### src/rtl/ctrl_sequencer.sv
`default_nettype none
// +--------------------------------------------------------------------------+
// | Module   : ctrl_sequencer                                                |
// | Purpose  : Five-state multi-cycle control sequencer. Steps FETCH, DECODE,|
// |            EXE, MEM and WB once per instruction and builds the 32-bit    |
// |            data-path control word plus memory strobes from the current   |
// |            instruction.                                                  |
// | Ports    : CLK         - rising-edge clock                               |
// |            RST         - synchronous active-high reset                   |
// |            INSTRUCTION - instruction register (opcode [31:26],           |
// |                          funct [5:0])                                    |
// |            ZERO        - ALU zero flag, sampled in WB for branches       |
// |            CTRL        - data-path control word                          |
// |            READ/WRITE  - memory strobes                                  |
// |            STATE       - current state code (debug)                      |
// | Revision : 1.0 - initial release                                         |
// +--------------------------------------------------------------------------+
module ctrl_sequencer (
    input  logic        CLK,
    input  logic        RST,
    input  logic [31:0] INSTRUCTION,
    input  logic        ZERO,
    output logic [31:0] CTRL,
    output logic        READ,
    output logic        WRITE,
    output logic [2:0]  STATE
);

    typedef enum logic [2:0] {
        S_FETCH  = 3'd0,
        S_DECODE = 3'd1,
        S_EXE    = 3'd2,
        S_MEM    = 3'd3,
        S_WB     = 3'd4
    } state_t;

    localparam logic [5:0] c_ALU_ADD = 6'd1, c_ALU_SUB = 6'd2, c_ALU_MUL = 6'd3,
                           c_ALU_SHR = 6'd4, c_ALU_SHL = 6'd5, c_ALU_AND = 6'd6,
                           c_ALU_OR  = 6'd7, c_ALU_NOR = 6'd8, c_ALU_SLT = 6'd9;

    localparam logic [5:0] c_OP_RTYPE = 6'h00, c_OP_ADDI = 6'h08, c_OP_MULI = 6'h1d,
                           c_OP_SLTI  = 6'h0a, c_OP_ANDI = 6'h0c, c_OP_ORI  = 6'h0d,
                           c_OP_LUI   = 6'h0f, c_OP_LW   = 6'h23, c_OP_SW   = 6'h2b,
                           c_OP_BEQ   = 6'h04, c_OP_BNE  = 6'h05, c_OP_JMP  = 6'h02,
                           c_OP_JAL   = 6'h03, c_OP_PUSH = 6'h1b, c_OP_POP  = 6'h1c;

    localparam logic [5:0] c_FN_ADD = 6'h20, c_FN_SUB = 6'h22, c_FN_MUL = 6'h2c,
                           c_FN_AND = 6'h24, c_FN_OR  = 6'h25, c_FN_NOR = 6'h27,
                           c_FN_SLT = 6'h2a, c_FN_SLL = 6'h01, c_FN_SRL = 6'h02,
                           c_FN_JR  = 6'h08;

    localparam logic [1:0] c_PC_SEQ = 2'd0, c_PC_R1 = 2'd1, c_PC_BR = 2'd2, c_PC_JMP = 2'd3;

    state_t      r_state;
    state_t      w_next_state;
    logic [5:0]  w_opcode;
    logic [5:0]  w_funct;
    logic        w_valid;
    logic [5:0]  w_oprn;
    logic [31:0] w_sel;      // operand, write-data and memory-path selects (EXE..WB)
    logic [31:0] w_rsel;     // register-address selects (DECODE..WB)
    logic [31:0] w_hold;
    logic        w_reg_wr;
    logic        w_mem_rd;
    logic        w_mem_wr;
    logic        w_sp_exe;
    logic        w_sp_wb;
    logic [1:0]  w_pc_mode;
    logic        w_br_ne;
    logic        w_taken;
    logic [31:0] w_ctrl;
    logic        w_read;
    logic        w_write;
    logic        w_unused;

    assign w_opcode = INSTRUCTION[31:26];
    assign w_funct  = INSTRUCTION[5:0];
    assign w_unused = ^INSTRUCTION[25:6];

    // Instruction decode: everything the later states need, independent of state.
    always_comb begin
        w_valid   = 1'b1;
        w_oprn    = '0;
        w_sel     = '0;
        w_rsel    = '0;
        w_reg_wr  = 1'b0;
        w_mem_rd  = 1'b0;
        w_mem_wr  = 1'b0;
        w_sp_exe  = 1'b0;
        w_sp_wb   = 1'b0;
        w_pc_mode = c_PC_SEQ;
        w_br_ne   = 1'b0;
        case (w_opcode)
            c_OP_RTYPE: begin
                w_reg_wr  = 1'b1;
                w_rsel[17] = 1'b1;
                w_sel[20]  = 1'b1;
                w_sel[25]  = 1'b1;
                case (w_funct)
                    c_FN_ADD: w_oprn = c_ALU_ADD;
                    c_FN_SUB: w_oprn = c_ALU_SUB;
                    c_FN_MUL: w_oprn = c_ALU_MUL;
                    c_FN_AND: w_oprn = c_ALU_AND;
                    c_FN_OR:  w_oprn = c_ALU_OR;
                    c_FN_NOR: w_oprn = c_ALU_NOR;
                    c_FN_SLT: w_oprn = c_ALU_SLT;
                    c_FN_SLL: begin w_oprn = c_ALU_SHL; w_sel[25] = 1'b0; w_sel[24] = 1'b1; end
                    c_FN_SRL: begin w_oprn = c_ALU_SHR; w_sel[25] = 1'b0; w_sel[24] = 1'b1; end
                    c_FN_JR: begin
                        w_reg_wr   = 1'b0;
                        w_rsel[17] = 1'b0;
                        w_sel[20]  = 1'b0;
                        w_sel[25]  = 1'b0;
                        w_pc_mode  = c_PC_R1;
                    end
                    default: w_valid = 1'b0;
                endcase
            end
            c_OP_ADDI, c_OP_MULI, c_OP_SLTI, c_OP_ANDI, c_OP_ORI, c_OP_LUI: begin
                w_reg_wr   = 1'b1;
                w_rsel[15] = 1'b1;
                w_rsel[17] = 1'b1;
                w_sel[20]  = 1'b1;
                case (w_opcode)
                    c_OP_ADDI: begin w_oprn = c_ALU_ADD; w_sel[23] = 1'b1; end
                    c_OP_MULI: begin w_oprn = c_ALU_MUL; w_sel[23] = 1'b1; end
                    c_OP_SLTI: begin w_oprn = c_ALU_SLT; w_sel[23] = 1'b1; end
                    c_OP_ANDI: w_oprn = c_ALU_AND;
                    c_OP_ORI:  w_oprn = c_ALU_OR;
                    default:   w_sel[19] = 1'b1;   // lui: write data is imm<<16, ALU idle
                endcase
            end
            c_OP_LW: begin
                w_oprn     = c_ALU_ADD;
                w_sel[23]  = 1'b1;
                w_mem_rd   = 1'b1;
                w_reg_wr   = 1'b1;
                w_rsel[15] = 1'b1;
                w_rsel[17] = 1'b1;
                w_sel[18]  = 1'b1;
                w_sel[20]  = 1'b1;
            end
            c_OP_SW: begin
                w_oprn    = c_ALU_ADD;
                w_sel[23] = 1'b1;
                w_mem_wr  = 1'b1;
            end
            c_OP_BEQ, c_OP_BNE: begin
                w_oprn    = c_ALU_SUB;
                w_sel[25] = 1'b1;
                w_pc_mode = c_PC_BR;
                w_br_ne   = (w_opcode == c_OP_BNE);
            end
            c_OP_JMP: w_pc_mode = c_PC_JMP;
            c_OP_JAL: begin
                w_pc_mode  = c_PC_JMP;
                w_reg_wr   = 1'b1;
                w_rsel[16] = 1'b1;
            end
            c_OP_PUSH: begin
                // SP-1 is computed in EXE but SP is only committed in WB,
                // so MEM still addresses the old SP.
                w_oprn     = c_ALU_SUB;
                w_sel[21]  = 1'b1;
                w_sel[22]  = 1'b1;
                w_sel[24]  = 1'b1;
                w_sel[26]  = 1'b1;
                w_sel[27]  = 1'b1;
                w_rsel[14] = 1'b1;
                w_mem_wr   = 1'b1;
                w_sp_wb    = 1'b1;
            end
            c_OP_POP: begin
                // SP+1 is committed at the end of EXE so MEM reads the new top.
                w_oprn    = c_ALU_ADD;
                w_sel[21] = 1'b1;
                w_sel[22] = 1'b1;
                w_sel[24] = 1'b1;
                w_sel[27] = 1'b1;
                w_mem_rd  = 1'b1;
                w_sp_exe  = 1'b1;
                w_reg_wr  = 1'b1;
                w_sel[18] = 1'b1;
                w_sel[20] = 1'b1;
            end
            default: w_valid = 1'b0;
        endcase

        // Undefined encodings collapse to a NOP: nothing but the sequential PC update.
        if (!w_valid) begin
            w_oprn    = '0;
            w_sel     = '0;
            w_rsel    = '0;
            w_reg_wr  = 1'b0;
            w_mem_rd  = 1'b0;
            w_mem_wr  = 1'b0;
            w_sp_exe  = 1'b0;
            w_sp_wb   = 1'b0;
            w_pc_mode = c_PC_SEQ;
            w_br_ne   = 1'b0;
        end
    end

    // Fields held constant from EXE through WB.
    assign w_hold  = w_sel | w_rsel | {21'b0, w_oprn, w_valid, 4'b0};
    assign w_taken = ZERO ^ w_br_ne;

    always_ff @(posedge CLK) begin
        if (RST) begin
            r_state <= S_FETCH;
        end else begin
            r_state <= w_next_state;
        end
    end

    always_comb begin
        w_next_state = S_FETCH;
        w_ctrl       = '0;
        w_read       = 1'b0;
        w_write      = 1'b0;
        case (r_state)
            S_FETCH: begin
                w_next_state = S_DECODE;
                w_ctrl[28]   = 1'b1;
                w_ctrl[1]    = 1'b1;
                w_read       = 1'b1;
            end
            S_DECODE: begin
                w_next_state = S_EXE;
                w_ctrl       = w_rsel;
                w_ctrl[4]    = 1'b1;
            end
            S_EXE: begin
                w_next_state = S_MEM;
                w_ctrl       = w_hold;
                w_ctrl[2]    = w_sp_exe;
            end
            S_MEM: begin
                w_next_state = S_WB;
                w_ctrl       = w_hold;
                w_read       = w_mem_rd;
                w_write      = w_mem_wr;
            end
            S_WB: begin
                w_next_state = S_FETCH;
                w_ctrl       = w_hold;
                w_ctrl[0]    = 1'b1;
                w_ctrl[2]    = w_sp_wb;
                w_ctrl[3]    = w_reg_wr;
                case (w_pc_mode)
                    c_PC_SEQ: begin w_ctrl[11] = 1'b1; w_ctrl[13] = 1'b1; end
                    c_PC_R1:  w_ctrl[13] = 1'b1;
                    c_PC_BR: begin
                        w_ctrl[13] = 1'b1;
                        w_ctrl[12] = w_taken;
                        w_ctrl[11] = ~w_taken;
                    end
                    default: ;   // jump address path: bits 11..13 stay 0
                endcase
            end
            default: w_next_state = S_FETCH;
        endcase
    end

    // Reset gates the outputs combinationally so an aborted instruction has no effect.
    assign CTRL  = RST ? '0 : w_ctrl;
    assign READ  = ~RST & w_read;
    assign WRITE = ~RST & w_write;
    assign STATE = r_state;

endmodule
`default_nettype wire

### config.mk
export PLATFORM = sky130hd
export DESIGN_NAME = ctrl_sequencer
export DESIGN_NICKNAME = d
export VERILOG_FILES = /design/src/rtl/ctrl_sequencer.sv
export SDC_FILE = /design/constraint.sdc
export NUM_CORES = 1
export LEC_CHECK = 0
export ABC_AREA = 0
export CAP_MARGIN = 20
export CORE_MARGIN = 5
export CORE_UTILIZATION = 35
export DETAILED_ROUTE_END_ITERATION = 7
export PLACE_DENSITY = 0.87
export SYNTH_ARGS = -nofsm -noshare
export SYNTH_HDL_FRONTEND = slang
export SYNTH_SLANG_ARGS = --single-unit
### constraint.sdc
create_clock -name CLK -period 1.8 [get_ports CLK]
set_clock_uncertainty 0.05 [all_clocks]
set_input_delay 0.18 -clock CLK [delete_from_list [all_inputs] [get_ports CLK]]
set_output_delay 0.18 -clock CLK [all_outputs]
set_load 0.02 [all_outputs]
# After elaboration in Yosys (flattened, before gate mapping)
# Index checks and enable logic that the tools add are counted.
classes:
  addsub: 0
  n_mul: 0
  n_div: 0
  magnitude_cmp: 0
  eq_ne: 30
  n_shift: 0
  n_mux: 50
  bitwise_logic: 7
  reduce_logical: 24
ops:
  columns: ["op", "n"]
  rows:
  - ["$pmux 26 s4", 1]
  - ["$eq 6x6->1 const B", 9]
  - ["$eq 6x4->1 const B", 6]
  - ["$pmux 4 s9", 1]
  - ["$mux 32", 1]
  - ["$or 32x11->32", 1]
  - ["$or 32x32->32", 1]
  - ["$mux 28", 1]
  - ["$mux 1", 25]
  - ["$pmux 4 s5", 1]
  - ["$eq 6x2->1 const B", 3]
  - ["$eq 6x5->1 const B", 3]
  - ["$mux 18", 1]
  - ["$pmux 1 s2", 9]
  - ["$reduce_or 3->1", 6]
  - ["$pmux 4 s4", 1]
  - ["$reduce_or 2->1", 8]
  - ["$reduce_or 14->1", 1]
  - ["$eq 6x3->1 const B", 2]
  - ["$pmux 3 s4", 1]
  - ["$reduce_or 10->1", 1]
  - ["$pmux 1 s3", 3]
  - ["$reduce_or 9->1", 1]
  - ["$reduce_or 8->1", 1]
  - ["19 further kinds", 23]
totals:
  regBits: 3
  latch_bits: 0
  ramBits: 0
  mem_bits_ro: 0
  output_inout_bits: 37
  n_memories: 0

# Longest topological paths before layout
# Gate-level depths: netlist of run 1.
logic_depth:
  word_depth: 10
  mapped_depth: 8
  mapped_depth_nobuf: 6

# Worst setup path before layout of run 1
# No wires, ideal clock.
synth_path:
  path_type: "reg2out"
  startpoint: "reg r_state[2], in the netlist STATE[2]"
  endpoint: "out CTRL[22]"
  t_arrival_ps: 2264
  required_time_ps: 1570
  path_slack_ps: -694
  stages_incl_launch_ff: 7
  path_buffers: 3
  cell_sequence: "dfxtp_1 -> clkbuf_1 -> a21oi_1 -> or2_2 -> clkbuf_1 -> nor3b_1 -> buf_4"
synth_between:
  elab_chain_cells: 3
  elab_cells_between_ends: 6
synth_rtl:
  columns: ["element", "line_no", "text"]
  rows:
  - ["start: declaration", "54", "state_t r_state;"]
  - ["start signal: assignment", "212", "r_state <= w_next_state;"]
  - ["$eq 3x3->1, or another cell as far along", "221", "case (r_state)"]
  - ["$pmux 26 s4 *", "221", null]
  - ["$mux 32 *", "266", "assign CTRL = RST ? '0 : w_ctrl;"]
  - ["end: declaration", "23", "output logic [31:0] CTRL,"]
# Every way passes the cells marked *; elsewhere a longest branch is shown, timed or not.

# Worst setup path after layout of run 1
layout_path:
  startpoint: "in INSTRUCTION[5]"
  endpoint: "out CTRL[3]"
layout_between:
  elab_chain_cells: 7
  elab_cells_between_ends: 18
layout_rtl:
  columns: ["element", "line_no", "text"]
  rows:
  - ["start: declaration", "21", "input logic [31:0] INSTRUCTION,"]
  - ["$eq 6x2->1, or another cell as far along", "99", "case (w_funct)"]
  - ["$reduce_or 10->1 (no line)", null, null]
  - ["$mux 1", "99", null]
  - ["$pmux 1 s2", "93", "case (w_opcode)"]
  - ["$mux 1 *", "190", "if (!w_valid) begin"]
  - ["$pmux 26 s4 *", "221", null]
  - ["$mux 32 *", "266", null]
# Marks and branches as above.

==> results of run 1 <==
==> cells in the final DEF, fill, tap and decap left out, types with 5 or more instances in the layout <==
cell type	n
nor4_4	5
nor3_1	6
buf_4	77
nand2b_1	5
nand3_1	5
nand2_1	5
nor2_4	6
nor3_2	6
conb_1	5
nand2b_4	5
buf_6	33
a21oi_1	12
nor3_4	5
nor2_1	5
buf_2	9
==> through the flow <==
step	hold WS [ns]	power (mW)
CTS	0.573	0.787
detailed placement	0.550	0.554
floorplan	0.194	0.362
global placement	0.531	0.542
finish	0.448	0.876
global route	0.453	0.905
==> critical path: stages <==
cell	delay, ns
buf_6	0.09
or3b_4	0.41
a221oi_4	0.31
o2bb2ai_4	0.16
buf_4	0.15
nor3_4	0.04
buf_6	0.13
buf_6	0.13
a311oi_4	0.27
buf_6	0.17
==> routing by layer <==
metal,vias to the layer above,part of all wire [%],routed length (um)
met5,-,0,0
met4,0,5.1,393
met3,57,8.4,640
met2,182,50,3780
met1,1040,37,2820
li1,928,-,-
==> worst paths after layout <==
kind	cells after the start	slack, ns	endpoint
hold / removal	3	0.45	STATE[1]
setup reg to reg	5	0.78	STATE[2]
hold reg to reg	2	0.60	STATE[0]
setup / recovery	10	-0.48	CTRL[3]
==> power by group <==
part	internal [mW]	total (mW)	switching (mW)
sequential	0.0728	0.0802	0.00742
clock	0.0837	0.128	0.0445
combinational	0.305	0.667	0.362
total	0.462	0.876	0.414
==> cell type report <==
cell class,instances,area (um2)
Tap cell,46,57.6
Timing Repair Buffer,134,1150
Sequential cell,3,68.8
Fill cell,192,578
Clock buffer,4,26.3
Inverter,5,18.8
Multi-Input combinational cell,159,1490
==> cell families (layout without fill, tap and decap cells) <==
group / count (synthesis) / in the layout
simple gates: 95 / 95
compound gates: 55 / 55
buf+inv: 31 / 143
xor+xnor: 4 / 4
flops: 3 / 3
other cells: 1 / 5
==> what timing repair did <==
action                                  in CTS  in global routing
endpoints found under the setup margin      29                 27
pin swaps                                   29                 14
cloned                                       1                  0
gates resized for setup                    245                 42
setup buffers                               21                  4
==> impl_results.md, run 1 <==
* PortBufs at 46
* Leakage at around 1.2 nW
* Worst Max-Slew Pin Slew at 0.559 ns
* Worst Hold Class: in2reg
* Failing checks: setup timing
* Synth top cells by count: 16 x a21oi_1, 16 x nor3_1, 14 x nor2_1
* Tcrit/Tclk final at 127%
* GRT met3 Usage at around 4.9%
* Mux contribution to synthesized area at 0%
* Critical path origin: INSTRUCTION[5]
* CTS sink count at 3
* DRC violations left at 0
* Slew HR at between 60% and 70%
* Share of the synthesized area in the top cell type at under 10%
* CTS Buffer Depth at 2
* Crit path kind: in2out
* Avg Cell Area, Syn at roughly 6.5 um2
* Max reg flops at 3
* FFs w/ async S/R, synth at 0%
* Min Clock Period, post-route at about 2.3 ns
* Dpl cells at approximately 320
* Post-DP Area at around 2300 um2
* DR vias at around 2200
* Die W at 69.4 um
* Syn Inst Count at ~190
* Mapped cell area at 1230 um2
* I/O pin count at between 70 and 80
* Wire per inst at between 20 and 25 um
* Row count at 21
* Simple-gate portion of the synthesized area at between 40 and 50%
* Largest net degree at the start of global routing at 15
* Largest area contributor in the netlist: a21oi_1
* Final Hold Fails at 0
* Via density at approximately 6.3
* Post-Synth Adder-Cell Area at 0%
* Core Area at between 3000 and 4000 um2
* Synth area leaders: a21oi_1 6.5%, nor3_1 6.5%, buf_4 5.5%
* Vias in the first global route at between 2000 and 2500
* Clk root buf: clkbuf_4
* Yosys warnings at 0
* Area Overhead vs Synth at 128%
* GR peak layer: met2
* Pre-CTS setup slack at -1.13 ns
* Net count reported at finish at between 300 and 400
* Final ANT Viol Nets at 0
* Worst Slack Setup Final at -0.479 ns
* GPL Wtd Cong at 0.964
* Commonest register cell after synthesis: dfxtp_1
* Total Wirelength at 7.63 mm
* Slew Viols, Final at 0
* EDFF count, synth at 0
* Hold-fix buffer count after cts at 0
* Pwr/cell area at roughly 310 nW/um2
* Hold Path Origin: RST
* Reg clk slew, reported paths at roughly 0.040 ns
* Diode count at 0
* RSZ-0062 raised after global routing: yes
* CTS Buf Count at 3
* GR Util met1 at between 30% and 40%
* Fin util at 82.9%
* Yosys cell types at between 50 and 60
* Maximum capacitance violations at 0
* GRT Total Usage at 26.7%
* Fin Setup TNS at -6.91 ns
* Antenna violations before repair at 0
* Die Y at 69.4 um
* Post-synthesis sequential area ratio at under 10%
* Worst r2r src: STATE[2]
* Xor/xnor share of the synthesized area at 2.84%
* Overflow after GRT at 0
* Worst-path fanout max at 3
* Met2 Usage GRT at 47.2%
* Die footprint at 4820 um2
* Global-route wire length before repair at about 11 mm
* Iteration-0 DRC Markers at ~270
* TritonCTS clock tree: built
* Critical path required time at 1.57 ns
* DRT Pass-1 Iters at 5
* Clock Latency Late Sink at around 0.24 ns
* Status: complete, but fails checks
* VDD IR max at about 0.00016 V
* Setup violators final at 23
* Final HPWL DP at between 3 and 4 mm
* Synth Register Bits at 3
* Fmax at around 440 MHz
* Synth Area in Compound Gates at 34.1%
* CP Data Arrival Time at a little over 2 ns
* H-tree levels at 1
* Post-route cell area at about 2800 um2
* Fin cells at 351
* Critical Path Source Type: input port
* Layout cells sized above 1 at approximately two thirds
* Initial Util at between 30% and 40%
* Main combinational cell family by area after synthesis: simple AND/OR/NAND/NOR gates
* Crit path capture type: output port
Power figures use the tool's default switching activity.
==> run 2: changes to the inputs <==
Settings changed: SKIP_CTS_REPAIR_TIMING set to 1.
==> run 2 against run 1 <==
  * The run still ends with setup timing left
  * Utilization decreased by 2.5 points
  * Combinational power decreased by 8.5%
  * Setup slack better by 0.073 ns
  * Routed wire length down 13%
  * Sequential cell count did not move
  * Critical endpoint is now CTRL[8]
  * Largest cell class unchanged
  * Largest power group unchanged
==> impl_results.md, run 2 (same netlist as run 1, synthesis figures left out) <==
* Core Area at 3390 um2
* Clock network power share at between 10% and 20%
* I/O pin count at 72
* VDD IR max at about 0.00016 V
* DRC violations left at 0
* Crit path capture type: output port
* DR vias at 2027
* Antenna violations before repair at 0
* Overflow after GRT at 0
* Met3 wire length at 518 um
* Final HPWL DP at 3.83 mm
* Worst hold slack at 0.392 ns
* Min Clock Period, post-route at roughly 2.2 ns
* Psw at roughly 0.39 mW
* Reg clk slew, reported paths at around 0.040 ns
* Iteration-0 DRC Markers at between 200 and 250
* Pwr/cell area at a little over 300 nW/um2
* TritonCTS clock tree: built
* Global-route wire length before repair at 7.81 mm
* Fillers at roughly 190
* Commonest non-fill, non-tap cell in the layout: buf_4
* Pwr Total at between 0.8 and 0.9 mW
* Via density at a little under 6
* Fin Setup TNS at -4.81 ns
* Critical path required time at about 1.6 ns
* Maximum capacitance violations at 0
* Sw Share at 47.2%
* Worst-path fanout max at 4
* Dpl cells at about 320
* Worst Max-Slew Pin Slew at 0.547 ns
* PortBufs at between 40 and 50
* GRT Total Usage at about a fifth
* Row count at 21
* WL met2 at between 3 and 4 mm
* Register area at between 60 and 70 um2
* Layout cells sized above 1 at between 60 and 70%
* Power share of the combinational group at about 74%
* Final Hold Fails at 0
* Die Y at slightly below 70 um
* DRT Pass-1 Iters at 4
* Area Overhead vs Synth at 121%
* Final ANT Viol Nets at 0
* Commonest cells after routing, fill and taps aside: 87 x buf_4, 22 x buf_6, 10 x a21oi_1
* Leakage at about 1.2 nW
* Uppermost layer routed: met4
* Total Wirelength at about 6.6 mm
* Max reg flops at 3
* Diode count at 0
* Slew HR at a little over three fifths
* Power share of the sequential group at under 10%
* RSZ-0062 raised after global routing: yes
* Crit path kind: in2out
* Initial Util at a little over a third
* Wire per inst at approximately 19 um
* Clock Latency Late Sink at around 0.25 ns
* Setup violators final at 22
* CTS Buf Count at 3
* Largest net degree at the start of global routing at 15
* CTS Buffer Depth at 2
* Failing checks: setup timing
* GPL Wtd Cong at roughly 0.96
* Vias in the first global route at 1733
* Clk root buf: clkbuf_4
* Die footprint at 4820 um2
* Critical Path Source Type: input port
* Fin cells at around 350
* Slew Viols, Final at 0
* CTS sink count at 3
* Worst Slack Setup Final at -0.406 ns
* Die W at slightly below 70 um
* Fmax at ~450 MHz
* Net count reported at finish at between 300 and 400
* Tcrit/Tclk final at 123%
* H-tree levels at 1
* CP Data Arrival Time at just under 2 ns
* Cell internal pwr at approximately 0.43 mW
* Routed met1 length at 2.53 mm
* Pre-CTS setup slack at -1.13 ns
* Status: complete, but fails checks
* Area of the multi-input gates at between 1000 and 1500 um2
* Worst Hold Class: in2reg
-- run 2: changes by cell type in the layout (fill, tap and decap cells not counted), moves of 2 or more --
cell and change:
dlymetal6s2s_1 +5, a21oi_1 -2, buf_6 -11, nand2b_1 +3, a21oi_2 +2, buf_2 -9, nor3_2 +2, nand2b_4 -3
clkbuf_2 +6, clkdlybuf4s15_2 -4, buf_4 +10, nor2b_4 +2
-- run 2: power groups by stage --
stage | clock network (mW) | registers, mW | logic, mW
after floorplan | 0 | 0.0896 | 0.272
after global placement | 0 | 0.0797 | 0.462
after detailed placement | 0 | 0.0804 | 0.473
after CTS | 0.131 | 0.0794 | 0.475
after global routing | 0.140 | 0.0799 | 0.641
final | 0.133 | 0.0793 | 0.610
-- run 2: path summary, 6_finish.rpt --
| check | from | to | slack, ns | cells after the start |
|---|---|---|---|---|
| setup / recovery | INSTRUCTION[5] | CTRL[8] | -0.41 | 8 |
| hold / removal | RST | STATE[1] | 0.39 | 3 |
| setup reg to reg | STATE[2] | STATE[2] | 0.77 | 5 |
| hold reg to reg | STATE[0] | STATE[0] | 0.59 | 2 |
-- run 2: layout make-up --
class,count,share of cell area [%]
multi-input cells,160,54.8
repair buffers,128,38.9
flip-flops and latches,3,2.53
well taps,46,2.11
clock buffers,4,0.964
inverters,5,0.689
-- run 2: metal layers --
metal | up-vias | GRT usage, %
met3 | 45 | 2.03
met1 | 935 | 23.5
li1 | 911 | -
met2 | 136 | 33.4
met4 | 0 | 6.51
met5 | - | 0
-- run 2: worst max-delay path: stages --
cell and delay, ns:
buf_6 0.10, or3b_4 0.42, a221oi_4 0.33, o2bb2ai_4 0.19, o31ai_4 0.11, buf_6 0.15
a2111oi_4 0.31, buf_4 0.19
-- run 2: through the flow --
| stage | cell area [um2] | utilization, % |
|---|---|---|
| after global routing | 2730 | 80.4 |
| after CTS | 2280 | 67.3 |
| after detailed placement | 2250 | 66.5 |
| final | 2730 | 80.4 |
| after floorplan | 1440 | - |
| after global placement | 2250 | 66.5 |
